===== src/rtl/testframe_parser_ext.sv =====
// testframe_parser_ext
//
// Purpose: GMII receive-side test-frame parser. Validates the preamble/SFD,
// applies a per-octet data/mask filter over the first FILTER_LEN octets after
// the SFD, checks the CRC-32 residue and extracts the trailing test-frame
// fields (sequence number, seconds, nanoseconds). One result per frame is
// reported with a single-cycle o_frame_valid strobe; results hold until the
// next frame ends.
//
// Ports:
//   i_clk                     GMII rx clock
//   i_reset                   asynchronous, active-high reset
//   i_d / i_en / i_er         GMII rx data, data valid, error
//   i_testframe_filter_data   expected octets, octet k at [8k+7:8k]
//   i_testframe_filter_mask   per-bit compare enable, same layout
//   o_frame_valid             one-cycle result strobe
//   o_testframe_match         filter hit, length >= FILTER_LEN, no error
//   o_fcs_ok                  CRC residue correct (or checking disabled)
//   o_frame_error             bad preamble/SFD or er seen during the frame
//   o_frame_len               octets after SFD incl. FCS, saturating
//   o_sequence_num            64-bit big-endian field
//   o_timestamp_sec           48-bit big-endian field
//   o_timestamp_nsec          32-bit big-endian field

module testframe_parser_ext #(
    parameter int unsigned FILTER_LEN   = 40,
    parameter int unsigned PREAMBLE_MIN = 6,
    parameter int unsigned PREAMBLE_MAX = 7,
    parameter int unsigned TAIL_SKIP    = 4,
    parameter int unsigned FCS_CHECK    = 1
) (
    input  logic                    i_clk,
    input  logic                    i_reset,
    input  logic [7:0]              i_d,
    input  logic                    i_en,
    input  logic                    i_er,
    input  logic [FILTER_LEN*8-1:0] i_testframe_filter_data,
    input  logic [FILTER_LEN*8-1:0] i_testframe_filter_mask,
    output logic                    o_frame_valid,
    output logic                    o_testframe_match,
    output logic                    o_fcs_ok,
    output logic                    o_frame_error,
    output logic [15:0]             o_frame_len,
    output logic [63:0]             o_sequence_num,
    output logic [47:0]             o_timestamp_sec,
    output logic [31:0]             o_timestamp_nsec
);

    // History holds seq(8) + sec(6) + nsec(4) + the skipped tail.
    localparam int unsigned HIST_LEN    = 18 + TAIL_SKIP;
    localparam int unsigned HIST_BITS   = HIST_LEN * 8;
    localparam int unsigned NSEC_LO     = 8 * TAIL_SKIP;
    localparam int unsigned SEC_LO      = NSEC_LO + 32;
    localparam int unsigned SEQ_LO      = SEC_LO + 48;
    localparam logic [31:0] CRC_RESIDUE = 32'hC704DD7B;

    typedef enum logic [1:0] {StIdle, StPre, StData, StDrop} state_e;

    state_e               r_state;
    logic [7:0]           r_pcount;
    logic [15:0]          r_k;
    logic                 r_mismatch;
    logic                 r_err;
    logic [31:0]          r_crc;
    logic [HIST_BITS-1:0] r_hist;

    logic                 r_frame_valid;
    logic                 r_match;
    logic                 r_fcs_ok;
    logic                 r_frame_error;
    logic [15:0]          r_frame_len;
    logic [63:0]          r_seq;
    logic [47:0]          r_sec;
    logic [31:0]          r_nsec;

    logic [7:0]           w_fdata;
    logic [7:0]           w_fmask;
    logic                 w_in_filter;
    logic                 w_octet_miss;
    logic [31:0]          w_crc_rev;
    logic                 w_fcs_ok;
    logic                 w_match;

    // Reflected CRC-32 (poly 0x04C11DB7), one octet, LSB first.
    function automatic logic [31:0] crc32_step(input logic [31:0] c, input logic [7:0] b);
        logic [31:0] r;
        r = c ^ {24'h0, b};
        for (int i = 0; i < 8; i++) begin
            r = r[0] ? ((r >> 1) ^ 32'hEDB88320) : (r >> 1);
        end
        return r;
    endfunction

    // Select filter octet for the current index.
    always_comb begin
        w_fdata = '0;
        w_fmask = '0;
        for (int i = 0; i < int'(FILTER_LEN); i++) begin
            if (r_k == 16'(i)) begin
                w_fdata = i_testframe_filter_data[8*i +: 8];
                w_fmask = i_testframe_filter_mask[8*i +: 8];
            end
        end
    end

    assign w_in_filter  = (r_k < 16'(FILTER_LEN));
    assign w_octet_miss = |((i_d ^ w_fdata) & w_fmask);

    // The register runs reflected; the residue constant is in normal bit order.
    always_comb begin
        w_crc_rev = '0;
        for (int i = 0; i < 32; i++) begin
            w_crc_rev[i] = r_crc[31-i];
        end
    end

    assign w_fcs_ok = (FCS_CHECK == 0) || (w_crc_rev == CRC_RESIDUE);
    assign w_match  = !r_mismatch && (r_k >= 16'(FILTER_LEN)) && !r_err;

    always_ff @(posedge i_clk or posedge i_reset) begin
        if (i_reset) begin
            r_state       <= StIdle;
            r_pcount      <= '0;
            r_k           <= '0;
            r_mismatch    <= 1'b0;
            r_err         <= 1'b0;
            r_crc         <= 32'hFFFFFFFF;
            r_hist        <= '0;
            r_frame_valid <= 1'b0;
            r_match       <= 1'b0;
            r_fcs_ok      <= 1'b0;
            r_frame_error <= 1'b0;
            r_frame_len   <= '0;
            r_seq         <= '0;
            r_sec         <= '0;
            r_nsec        <= '0;
        end else begin
            r_frame_valid <= 1'b0;
            unique case (r_state)
                StIdle: begin
                    if (i_en) begin
                        r_k        <= '0;
                        r_mismatch <= 1'b0;
                        r_err      <= 1'b0;
                        r_crc      <= 32'hFFFFFFFF;
                        r_hist     <= '0;
                        if (i_d == 8'h55) begin
                            r_state  <= StPre;
                            r_pcount <= 8'd1;
                        end else begin
                            r_state <= StDrop;
                        end
                    end
                end
                StPre: begin
                    if (!i_en) begin
                        r_state <= StIdle;
                    end else if (i_er) begin
                        r_state <= StDrop;
                    end else if (i_d == 8'hD5) begin
                        r_state <= (r_pcount < 8'(PREAMBLE_MIN)) ? StDrop : StData;
                    end else if (i_d == 8'h55) begin
                        if (r_pcount >= 8'(PREAMBLE_MAX)) begin
                            r_state <= StDrop;
                        end else begin
                            r_pcount <= r_pcount + 8'd1;
                        end
                    end else begin
                        r_state <= StDrop;
                    end
                end
                StData: begin
                    if (i_en) begin
                        r_hist <= {r_hist[HIST_BITS-9:0], i_d};
                        if (r_k != 16'hFFFF) begin
                            r_k <= r_k + 16'd1;
                        end
                        if (w_in_filter && w_octet_miss) begin
                            r_mismatch <= 1'b1;
                        end
                        r_crc <= crc32_step(r_crc, i_d);
                        if (i_er) begin
                            r_err <= 1'b1;
                        end
                    end else begin
                        r_state       <= StIdle;
                        r_frame_valid <= 1'b1;
                        r_match       <= w_match;
                        r_fcs_ok      <= w_fcs_ok;
                        r_frame_error <= r_err;
                        r_frame_len   <= r_k;
                        r_seq         <= r_hist[SEQ_LO +: 64];
                        r_sec         <= r_hist[SEC_LO +: 48];
                        r_nsec        <= r_hist[NSEC_LO +: 32];
                    end
                end
                StDrop: begin
                    if (!i_en) begin
                        r_state       <= StIdle;
                        r_frame_valid <= 1'b1;
                        r_match       <= 1'b0;
                        r_fcs_ok      <= 1'b0;
                        r_frame_error <= 1'b1;
                        r_frame_len   <= '0;
                        r_seq         <= '0;
                        r_sec         <= '0;
                        r_nsec        <= '0;
                    end
                end
                default: r_state <= StIdle;
            endcase
        end
    end

    assign o_frame_valid     = r_frame_valid;
    assign o_testframe_match = r_match;
    assign o_fcs_ok          = r_fcs_ok;
    assign o_frame_error     = r_frame_error;
    assign o_frame_len       = r_frame_len;
    assign o_sequence_num    = r_seq;
    assign o_timestamp_sec   = r_sec;
    assign o_timestamp_nsec  = r_nsec;

endmodule

===== config.mk =====
export PLATFORM = sky130hd
export DESIGN_NAME = testframe_parser_ext
export DESIGN_NICKNAME = d
export VERILOG_FILES = /design/src/rtl/testframe_parser_ext.sv
export SDC_FILE = /design/constraint.sdc
export NUM_CORES = 1
export LEC_CHECK = 0
export ABC_AREA = 1
export CAP_MARGIN = 5
export CORE_AREA = 2 2 313 315
export CTS_CLUSTER_SIZE = 40
export DETAILED_ROUTE_END_ITERATION = 7
export DIE_AREA = 0 0 315 317
export SYNTH_ARGS = -nofsm -noshare
export SYNTH_HDL_FRONTEND = slang
export SYNTH_SLANG_ARGS = --single-unit

===== constraint.sdc =====
create_clock -name i_clk -period 16.65 [get_ports i_clk]
set_input_delay 4.995 -clock i_clk [delete_from_list [all_inputs] [get_ports i_clk]]
set_output_delay 4.995 -clock i_clk [all_outputs]
set_load 0.02 [all_outputs]

==> results.sh <==
export IMPL_gp_congestion=1.02
export IMPL_detail_route_antenna_nets=0
export IMPL_startpoint_type="input port"
export IMPL_hold_viol=0
export IMPL_clk_latency_ps=560
export IMPL_start_util=0.246
export IMPL_fin_tns_setup_ps=0
export IMPL_drc=0
export IMPL_reg2reg_depth=61
export IMPL_crit_family="simple AND/OR/NAND/NOR gates"
export IMPL_grt_first_pass_wirelength_mm=171
export IMPL_synth_cell_types=47
export IMPL_hold_start="o_testframe_match"
export IMPL_yosysSeqAreaShare=0.425
export IMPL_syn_avg_cell_area_sq_um=6.71
export IMPL_cp_arrival_ps=10450
export IMPL_synth_edf_count=0
export IMPL_cellLeakagePower_nw=16.0
export IMPL_grt_overflow=0
export IMPL_syn_num_nets=4180
export IMPL_cts_hold_buf=0
export IMPL_numClockSinks=400
export IMPL_p_total_w=0.00414
export IMPL_finalSetupViolations=0
export IMPL_grt_use_total=0.231
export IMPL_drv_slew=0
export IMPL_area_delta_synth_final_pct=47.0
export IMPL_async_reset_ff_frac=1.00
export IMPL_cts_root_buf="clkbuf_16"
export IMPL_tightest_slew_ps=1160
export IMPL_min_to="o_testframe_match"
export IMPL_die_h_um=317
export IMPL_clock_fmax_ghz=0.100
export IMPL_die_area_sq_mm=0.0999
export IMPL_vias=26000
export IMPL_cpPeakStageDelay_ps=470
export IMPL_antenna_found_initial=41
export IMPL_cts_buffers=45
export IMPL_dr_pass1_iters=6
export IMPL_fin_ws_ps=6690
export IMPL_cp_end_kind="flop"
export IMPL_crit_top_cell="nand2_1"
export IMPL_p_per_area_mw_per_mm2=119
export IMPL_finalCriticalPeriod_ps=9960
export IMPL_place_ws_ps=6320
export IMPL_critical_path_slowest_cell="clkdlybuf4s50_1"
export IMPL_post_cts_buffers=0
export IMPL_routed_via_density=4.64
export IMPL_grt_pass1_vias=25400
export IMPL_finalCritPeriodShare=0.598
export IMPL_netlist_instances=3523
export IMPL_drive_gt1_frac=0.0478
export IMPL_path_max_fanout=1
export IMPL_hold_path_class="flop to flop"
export IMPL_ys_seq_elements=400
export IMPL_ctsResizeCount=0
export IMPL_ir_drop_uv=72.1
export IMPL_regToRegStartpoint="r_k[14]"
export IMPL_r2r_end="r_mismatch"
export IMPL_slew_headroom=0.224
export IMPL_synth_flop_cell="dfrtp_1"
export IMPL_clk_path_buf_depth=3
export IMPL_dp_hpwl_mm=93.2
export IMPL_grt_max_degree=207
export IMPL_crit_type="input port to flop"
export IMPL_row_count=114
export IMPL_ios=816
export IMPL_core_area_sq_mm=0.0963
export IMPL_register_area_sq_mm=0.0100
export IMPL_cts_tree="built"
export IMPL_status="completed"
export IMPL_routed_wl_mm=119
export IMPL_utilization=0.361
export IMPL_rsz0062_at_grt="false"
export IMPL_die_w_um=315
export IMPL_skew_ps=17.6
export IMPL_rrSetupSlack_ps=9620
export IMPL_drtIter0Drc=2402
export IMPL_hold_path_cell_count=2
export IMPL_dp_cells=5485
export IMPL_clk_pin_slew_ps=60
export IMPL_routedWlPerCell_um=21.3
export IMPL_instances_no_fill=5597
export IMPL_yosys_warnings=0
export IMPL_port_buffers=815
export IMPL_path_buf_inv=1
export IMPL_cp_required_ps=17140
export IMPL_h_tree_depth=2
export IMPL_fillers=10400
export IMPL_synthesis_area_sq_mm=0.0236
export IMPL_multiInputGateArea_sq_mm=0.0109
export IMPL_cap_violations=0
export IMPL_finalNetCount=4913
[routing by layer]
layer  up-vias  global-route usage  share of wire
li1      12500                   -              -
met1     12100               0.310           0.44
met2      1160               0.358           0.44
met3       181              0.0551          0.083
met4         8              0.0942          0.038
met5         -                   0        0.00039
[final cells by class]
class / count / area share
multi-input combinational: 2428 / 0.314
sequential: 400 / 0.289
timing repair buffer: 856 / 0.244
inverter: 525 / 0.0573
tap: 1276 / 0.0459
clock buffer: 60 / 0.0375
clock inverter: 22 / 0.00929
antenna: 30 / 0.00216
[power by group]
group          total, W  internal (W)  switching [W]  leakage, nW
clock network   0.00108      0.000663       0.000415        0.807
logic           0.00193      0.000675        0.00126         9.72
registers       0.00113       0.00108      0.0000560         5.43
total           0.00414       0.00241        0.00173         16.0
[worst register-to-register path, delay by kind of cell (launching register included)]
kind	cells	cell delay, ps
AND/OR/NAND/NOR	56	5140
AO/OA/AOI/OAI	2	260
buffers and inverters	3	1030
flip-flops	1	410
[sequential cells by signal, summed over array words and instances (netlist names)]
signal             count
o_frame_valid          1
o_timestamp_nsec      32
o_frame_len           16
r_k                   16
r_hist               176
o_frame_error          1
r_pcount               8
o_timestamp_sec       48
o_fcs_ok               1
r_state                2
r_err                  1
o_testframe_match      1
r_crc                 32
o_sequence_num        64
r_mismatch             1
[stage by stage]
step / area (sq um) / hold WS, ps
floorplan: 23600 / 460
global placement: 33100 / 466
detailed placement: 33100 / 468
CTS: 34700 / 485
global route: 34800 / 499
finish: 34800 / 479
[placed cells by master, fill, tap and decap left out, types with 34 or more instances in the layout]
cell type / n
a21oi_1: 34
buf_4: 39
clkbuf_16: 46
clkdlybuf4s50_1: 815
dfrtp_1: 368
inv_1: 508
nand2_1: 1466
nand3_1: 147
nor2_1: 91
o21ai_0: 305
o22ai_1: 198
[worst max path at each step]
stage                            end  cells after the start                         from
after detailed placement  r_mismatch                     63   i_testframe_filter_mask[5]
after global placement    r_mismatch                     63  i_testframe_filter_mask[11]
final                     r_mismatch                     63   i_testframe_filter_mask[5]
after floorplan             o_fcs_ok                      1                      i_reset
after global routing      r_mismatch                     63  i_testframe_filter_mask[11]
after CTS                 r_mismatch                     63   i_testframe_filter_mask[5]
[cell families after synthesis]
kind of cell	after synthesis	synth area share
simple gates	1801	0.306
buf+inv	695	0.114
compound gates	567	0.133
flops	400	0.425
xor+xnor	55	0.0204
fa+ha+maj	5	0.00265
[cells in the mapped netlist (2+ instances only)]
master	count	share of area
nand3b_1	8	0.0025
o21bai_1	4	0.0013
nor4_1	5	0.0013
a211oi_1	3	0.00095
inv_2	9	0.0014
or2_2	22	0.0058
o22ai_1	198	0.052
nor2_2	5	0.0013
dfrtp_1	368	0.39
or2_1	4	0.0011
nand3_1	147	0.031
o31ai_1	2	0.00063
xnor2_1	26	0.0096
o21ai_0	305	0.065
o211ai_1	2	0.00063
nand4_1	20	0.0053
a31oi_1	3	0.00079
buf_1	11	0.0017
nor2_1	92	0.015
buf_6	4	0.0019
a221oi_1	2	0.00074
dfstp_2	32	0.036
ha_1	5	0.0026
a21oi_1	34	0.0072
or2_0	6	0.0016
nand3_2	2	0.00085
clkbuf_1	124	0.020
xor2_1	29	0.011
nor3_1	13	0.0028
nor2_4	5	0.0024
buf_2	28	0.0059
clkinv_1	5	0.00079
buf_4	3	0.00095
inv_1	510	0.081
nand2_1	1466	0.23
o21ai_1	10	0.0021
(Power assumes the default switching activity.)
